<file path="src/rtl/wb_arbiter_2to1.sv">
// Two-controller Wishbone classic arbiter: instruction fetch (I) and load/store (D)
// share one peripheral port. Ownership is registered and held for a whole cyc.
// Optional watchdog: define WB_ARB_TIMEOUT_EN to abort a beat that never gets
// a response after TIMEOUT_CYCLES cycles of stb.
module wb_arbiter_2to1 #(
    parameter int unsigned ADDR_WIDTH     = 32,
    parameter int unsigned DATA_WIDTH     = 32,
    parameter int unsigned ROUND_ROBIN    = 1,
    parameter int unsigned TIMEOUT_CYCLES = 255
) (
    input  logic                    i_clk,
    input  logic                    i_rst,
    // controller I
    input  logic                    i_i_cyc,
    input  logic                    i_i_stb,
    input  logic                    i_i_we,
    input  logic [ADDR_WIDTH-1:0]   i_i_adr,
    input  logic [DATA_WIDTH-1:0]   i_i_dat,
    input  logic [DATA_WIDTH/8-1:0] i_i_sel,
    output logic                    o_i_ack,
    output logic                    o_i_err,
    output logic [DATA_WIDTH-1:0]   o_i_dat,
    // controller D
    input  logic                    i_d_cyc,
    input  logic                    i_d_stb,
    input  logic                    i_d_we,
    input  logic [ADDR_WIDTH-1:0]   i_d_adr,
    input  logic [DATA_WIDTH-1:0]   i_d_dat,
    input  logic [DATA_WIDTH/8-1:0] i_d_sel,
    output logic                    o_d_ack,
    output logic                    o_d_err,
    output logic [DATA_WIDTH-1:0]   o_d_dat,
    // peripheral
    output logic                    o_p_cyc,
    output logic                    o_p_stb,
    output logic                    o_p_we,
    output logic [ADDR_WIDTH-1:0]   o_p_adr,
    output logic [DATA_WIDTH-1:0]   o_p_dat,
    output logic [DATA_WIDTH/8-1:0] o_p_sel,
    input  logic                    i_p_ack,
    input  logic                    i_p_err,
    input  logic [DATA_WIDTH-1:0]   i_p_dat,
    output logic [1:0]              o_owner
);

    localparam int unsigned SEL_WIDTH = DATA_WIDTH / 8;

    // Reject configurations the datapath cannot represent.
    if (TIMEOUT_CYCLES < 1 || TIMEOUT_CYCLES > 65535) begin : g_bad_timeout
        $error("wb_arbiter_2to1: TIMEOUT_CYCLES must be 1..65535");
    end
    if (DATA_WIDTH % 8 != 0) begin : g_bad_width
        $error("wb_arbiter_2to1: DATA_WIDTH must be a multiple of 8");
    end

    typedef enum logic [1:0] {
        ST_IDLE  = 2'd0,
        ST_OWN_I = 2'd1,
        ST_OWN_D = 2'd2
    } state_t;

    state_t state_q, state_d;
    logic   last_d_q, last_d_d;   // 1 = D was the last owner, 0 = I

    logic own_i, own_d;
    logic pass_cyc, pass_stb;
    logic kill;
    logic to_hit;

    // State and last-owner registers.
    always_ff @(posedge i_clk) begin
        if (i_rst) begin
            state_q  <= ST_IDLE;
            last_d_q <= 1'b0;
        end else begin
            state_q  <= state_d;
            last_d_q <= last_d_d;
        end
    end

    // Arbitration and release.
    always_comb begin
        state_d  = state_q;
        last_d_d = last_d_q;
        case (state_q)
            ST_IDLE: begin
                if (i_i_cyc && i_d_cyc) begin
                    if (ROUND_ROBIN != 0 && last_d_q) state_d = ST_OWN_I;
                    else                              state_d = ST_OWN_D;
                end else if (i_i_cyc) begin
                    state_d = ST_OWN_I;
                end else if (i_d_cyc) begin
                    state_d = ST_OWN_D;
                end
            end
            ST_OWN_I: begin
                if (!i_i_cyc) begin
                    last_d_d = 1'b0;
                    state_d  = i_d_cyc ? ST_OWN_D : ST_IDLE;
                end
            end
            ST_OWN_D: begin
                if (!i_d_cyc) begin
                    last_d_d = 1'b1;
                    state_d  = i_i_cyc ? ST_OWN_I : ST_IDLE;
                end
            end
            default: state_d = ST_IDLE;
        endcase
    end

    assign own_i    = (state_q == ST_OWN_I);
    assign own_d    = (state_q == ST_OWN_D);
    assign pass_cyc = (own_i & i_i_cyc) | (own_d & i_d_cyc);
    assign pass_stb = (own_i & i_i_cyc & i_i_stb) | (own_d & i_d_cyc & i_d_stb);

`ifdef WB_ARB_TIMEOUT_EN
    localparam logic [15:0] TO_LIMIT = 16'(TIMEOUT_CYCLES);

    logic [15:0] to_cnt_q;
    logic        to_flag_q;   // beat aborted; keep bus off until owner drops cyc

    assign to_hit = pass_stb & ~to_flag_q & ~i_rst & (to_cnt_q == TO_LIMIT);
    assign kill   = i_rst | to_hit | to_flag_q;

    // Watchdog: count stalled stb cycles, latch the abort until release.
    always_ff @(posedge i_clk) begin
        if (i_rst || !o_p_stb || i_p_ack || i_p_err) to_cnt_q <= 16'd0;
        else                                         to_cnt_q <= to_cnt_q + 16'd1;

        if (i_rst || !pass_cyc) to_flag_q <= 1'b0;
        else if (to_hit)        to_flag_q <= 1'b1;
    end
`else
    assign to_hit = 1'b0;
    assign kill   = i_rst;
`endif

    // Peripheral request mux and response routing to the owner only.
    always_comb begin
        o_p_cyc = pass_cyc & ~kill;
        o_p_stb = pass_stb & ~kill;
        o_p_we  = 1'b0;
        o_p_adr = '0;
        o_p_dat = '0;
        o_p_sel = '0;
        o_i_ack = 1'b0;
        o_i_err = 1'b0;
        o_i_dat = '0;
        o_d_ack = 1'b0;
        o_d_err = 1'b0;
        o_d_dat = '0;
        o_owner = {own_d, own_i};
        if (own_i) begin
            o_p_we  = i_i_we;
            o_p_adr = i_i_adr;
            o_p_dat = i_i_dat;
            o_p_sel = SEL_WIDTH'(i_i_sel);
            o_i_ack = o_p_stb & i_p_ack;
            o_i_err = (o_p_stb & i_p_err) | to_hit;
            o_i_dat = i_p_dat;
        end else if (own_d) begin
            o_p_we  = i_d_we;
            o_p_adr = i_d_adr;
            o_p_dat = i_d_dat;
            o_p_sel = SEL_WIDTH'(i_d_sel);
            o_d_ack = o_p_stb & i_p_ack;
            o_d_err = (o_p_stb & i_p_err) | to_hit;
            o_d_dat = i_p_dat;
        end
    end

endmodule

</file>
<file path="config.mk">
export PLATFORM = sky130hd
export DESIGN_NAME = wb_arbiter_2to1
export DESIGN_NICKNAME = d
export VERILOG_FILES = /design/src/rtl/wb_arbiter_2to1.sv
export SDC_FILE = /design/constraint.sdc
export NUM_CORES = 1
export LEC_CHECK = 0
export BUFFER_PORTS_ARGS = -buffer_cell sky130_fd_sc_hd__buf_4
export CAP_MARGIN = 20
export CORE_AREA = 2 2 123 125
export DETAILED_ROUTE_END_ITERATION = 8
export DIE_AREA = 0 0 125 127
export HOLD_SLACK_MARGIN = 0.08
export PLACE_DENSITY = 0.49
export SLEW_MARGIN = 20
export SYNTH_ARGS = -nofsm -noshare
export SYNTH_HDL_FRONTEND = slang
export SYNTH_SLANG_ARGS = --single-unit
export TNS_END_PERCENT = 50
</file>
<file path="constraint.sdc">
create_clock -name i_clk -period 1.7 [get_ports i_clk]
set_clock_uncertainty 0.05 [all_clocks]
set_input_delay 0.255 -clock i_clk [delete_from_list [all_inputs] [get_ports i_clk]]
set_output_delay 0.255 -clock i_clk [all_outputs]
set_load 0.005 [all_outputs]
</file>
==> metrics.md <==
| Metric | Value |
|---|---|
| Status | `complete, but fails checks` |
| Failing checks | `negative setup slack` |
| GRT Util Overall | `between 10% and 20%` |
| Mapped Area | `about 0.0014 mm^2` |
| Gr ovfl total | `0` |
| Min cycle time layout | `between 1500 and 2000 ps` |
| DIE HEIGHT | `between 100 and 150 um` |
| Vias per std cell | `between 4 and 5` |
| Leak | `approximately 2.3 nW` |
| Worst Max-Slew Pin Slew | `~220 ps` |
| Final-stage net count | `around 700` |
| Yosys warns | `0` |
| DRT Pass-1 Iters | `4` |
| Cell taking the most area after synthesis | `a22o_1` |
| # clock sinks | `3` |
| Placed cell area | `~0.004 mm^2` |
| Final WS setup | `-27.1 ps` |
| IO Count | `between 300 and 400` |
| Row count | `44` |
| Synth Area per Inst | `about 7.5 um^2` |
| CTS tree | `done` |
| Most used cell, CP | `buf_4` |
| Fmax | `579 MHz` |
| Design Power | `about 1.5 mW` |
| Slew Viols, Final | `0` |
| Post-synthesis instance total | `roughly 190` |
| Sequential area share after synthesis | `4.23%` |
| Normalized max-slew margin | `around 85%` |
| Post-route insts no fill | `691` |
| 1st-iter DRT viols | `66` |
| Global placement routability congestion | `roughly 0.81` |
| Dpl cells | `670` |
| Final setup vio count | `6` |
| Most frequent cells in the layout | `buf_4 (324), a22o_1 (69), and2_1 (66)` |
| Place WS | `between 90 and 100 ps` |
| Library cells used by synthesis | `20` |
| Vias post-DR | `2837` |
| WL final | `11400 um` |
| Total inserted antenna cells | `0` |
| Post-synthesis net count | `around 370` |
| Worst-path cell chain | `nor2b_4, buf_4, buf_12, and4_1, buf_4` |
| IO buf count | `between 300 and 400` |
| Register bit total from synthesis | `3` |
| Hold Vio Cnt, Final | `0` |
| WP data arrival | `1420 ps` |
| Clk Latency, worst-skew pair | `between 200 and 250 ps` |
| Peak supply drop | `about 0.00025 V` |
| Clock root buffer | `clkbuf_16` |
| Maxcap violations | `0` |
| Kind of critical path | `flop to output port` |
| DPL Wire Length | `between 7000 and 8000 um` |
| Starting Density | `9.85%` |
| Vias in the first global route | `2927` |
| Initial antenna violation count | `0` |
| Setup crit start kind | `flop` |
| Synth area leaders | `a22o_1 (43%), and2_1 (29%), buf_6 (5.6%)` |
| Commonest non-fill, non-tap cell in the layout | `buf_4` |
| Num CTS Buffers | `3` |
| CP max stage cell | `dfxtp_2` |
| Core area | `about 0.014 mm^2` |
| RSZ-0062 raised after global routing | `yes` |
| Die area | `approximately 0.016 mm^2` |
| Worst Setup End Kind | `output port` |
| H-tree depth | `1` |
| Global-route wire length before repair | `15100 um` |
| Top-area cell type share of the netlist area | `42.6%` |
| Die W | `about 130 um` |
| CP top delay family | `simple AND/OR/NAND/NOR gates` |
| Largest net degree at the start of global routing | `45` |
| Layout area overhead | `206%` |
| Post-route ant nets | `0` |
| Final period utilization | `102%` |
| Worst hold slack | `184 ps` |
| Final Core Density | `around 30%` |
| Hold Path Class | `input port to flop` |
| Buf+Inv Stages, Crit Path | `3` |
| Clock transition at the registers of the reported paths | `approximately 30 ps` |
| Final TNS setup | `-72.2 ps` |
| Post-route cell area | `between 0.004 and 0.005 mm^2` |
| DRC errors left | `0` |
| CTS max path bufs | `2` |
| WP data required | `approximately 1400 ps` |
| Drt wl/cell | `roughly 16 um` |
| Crit path max fanout | `18` |
| Share of layout cells above drive strength 1 | `slightly below 70%` |
| PD cells | `roughly 350 mW/mm^2` |
| Crit-path max cell delay | `approximately 350 ps` |
-- where the power goes --
part	leakage, nW	switching [mW]	internal [mW]	total (mW)
sequential	0.0257	0.00506	0.0752	0.0802
combinational	2.27	0.361	0.685	1.05
clock	0.0382	0.0656	0.310	0.375
-- area by class of cell --
cell class | instances | area [um^2]
fill | 1523 | 10100
clock buffer | 4 | 78.8
multi-input combinational | 158 | 1170
timing repair buffer | 341 | 2790
inverter | 1 | 3.75
sequential | 3 | 65.1
tap | 184 | 230
-- worst register-to-register path: cells and delay by family, from the launching register on --
kind | cells | cell delay [ps]
compound gates | 1 | 90
buf+inv | 1 | 160
simple gates | 2 | 270
flops | 1 | 350
-- registers in the layout (all words and copies together) (netlist names) --
name	count
state_q	2
last_d_q	1
-- per-layer routing --
metal,track usage (%),vias to the layer above,part of all wire [%]
li1,-,1340,-
met1,13.2,1315,39
met2,22.9,177,53
met3,1.76,5,7.1
met4,3.40,0,0.98
met5,0,-,0
-- final timing paths --
path | start | endpoint | slack [ps] | depth (start not counted)
min | i_rst | last_d_q | 180 | 2
min reg2reg | last_d_q | last_d_q | 460 | 2
max | state_q[1] | o_d_ack | -30 | 5
max reg2reg | state_q[0] | state_q[0] | 680 | 4
-- cell families (layout without fill, tap and decap cells) --
family                 count (synthesis)  after routing  share of synthesized area, %
buffers and inverters                 28            346                          13.2
flip-flops                             3              3                          4.23
AND/OR/NAND/NOR                       82             82                          37.4
AO/OA/AOI/OAI                         76             76                          45.2
-- repair_timing --
action,in CTS,in global routing
resized for setup,8,1
setup buffers,5,3
setup endpoints to repair,87,130
pin swaps,10,13
hold endpoints to repair,0,0
hold buffers,0,0
cloned,4,6
-- cell usage after synthesis --
cell type / instances
a21oi_1: 3
a22o_1: 69
and2_1: 66
and4_1: 4
buf_2: 12
buf_4: 4
buf_6: 7
clkbuf_1: 4
dfxtp_1: 3
inv_2: 1
nand2_1: 1
nand3_1: 1
nand3b_1: 1
nand4b_1: 1
nor2_1: 2
nor2_4: 1
nor2b_1: 4
nor2b_4: 1
o21ai_0: 2
o22ai_1: 2
Note: power is estimated with default switching activity, not from simulation.
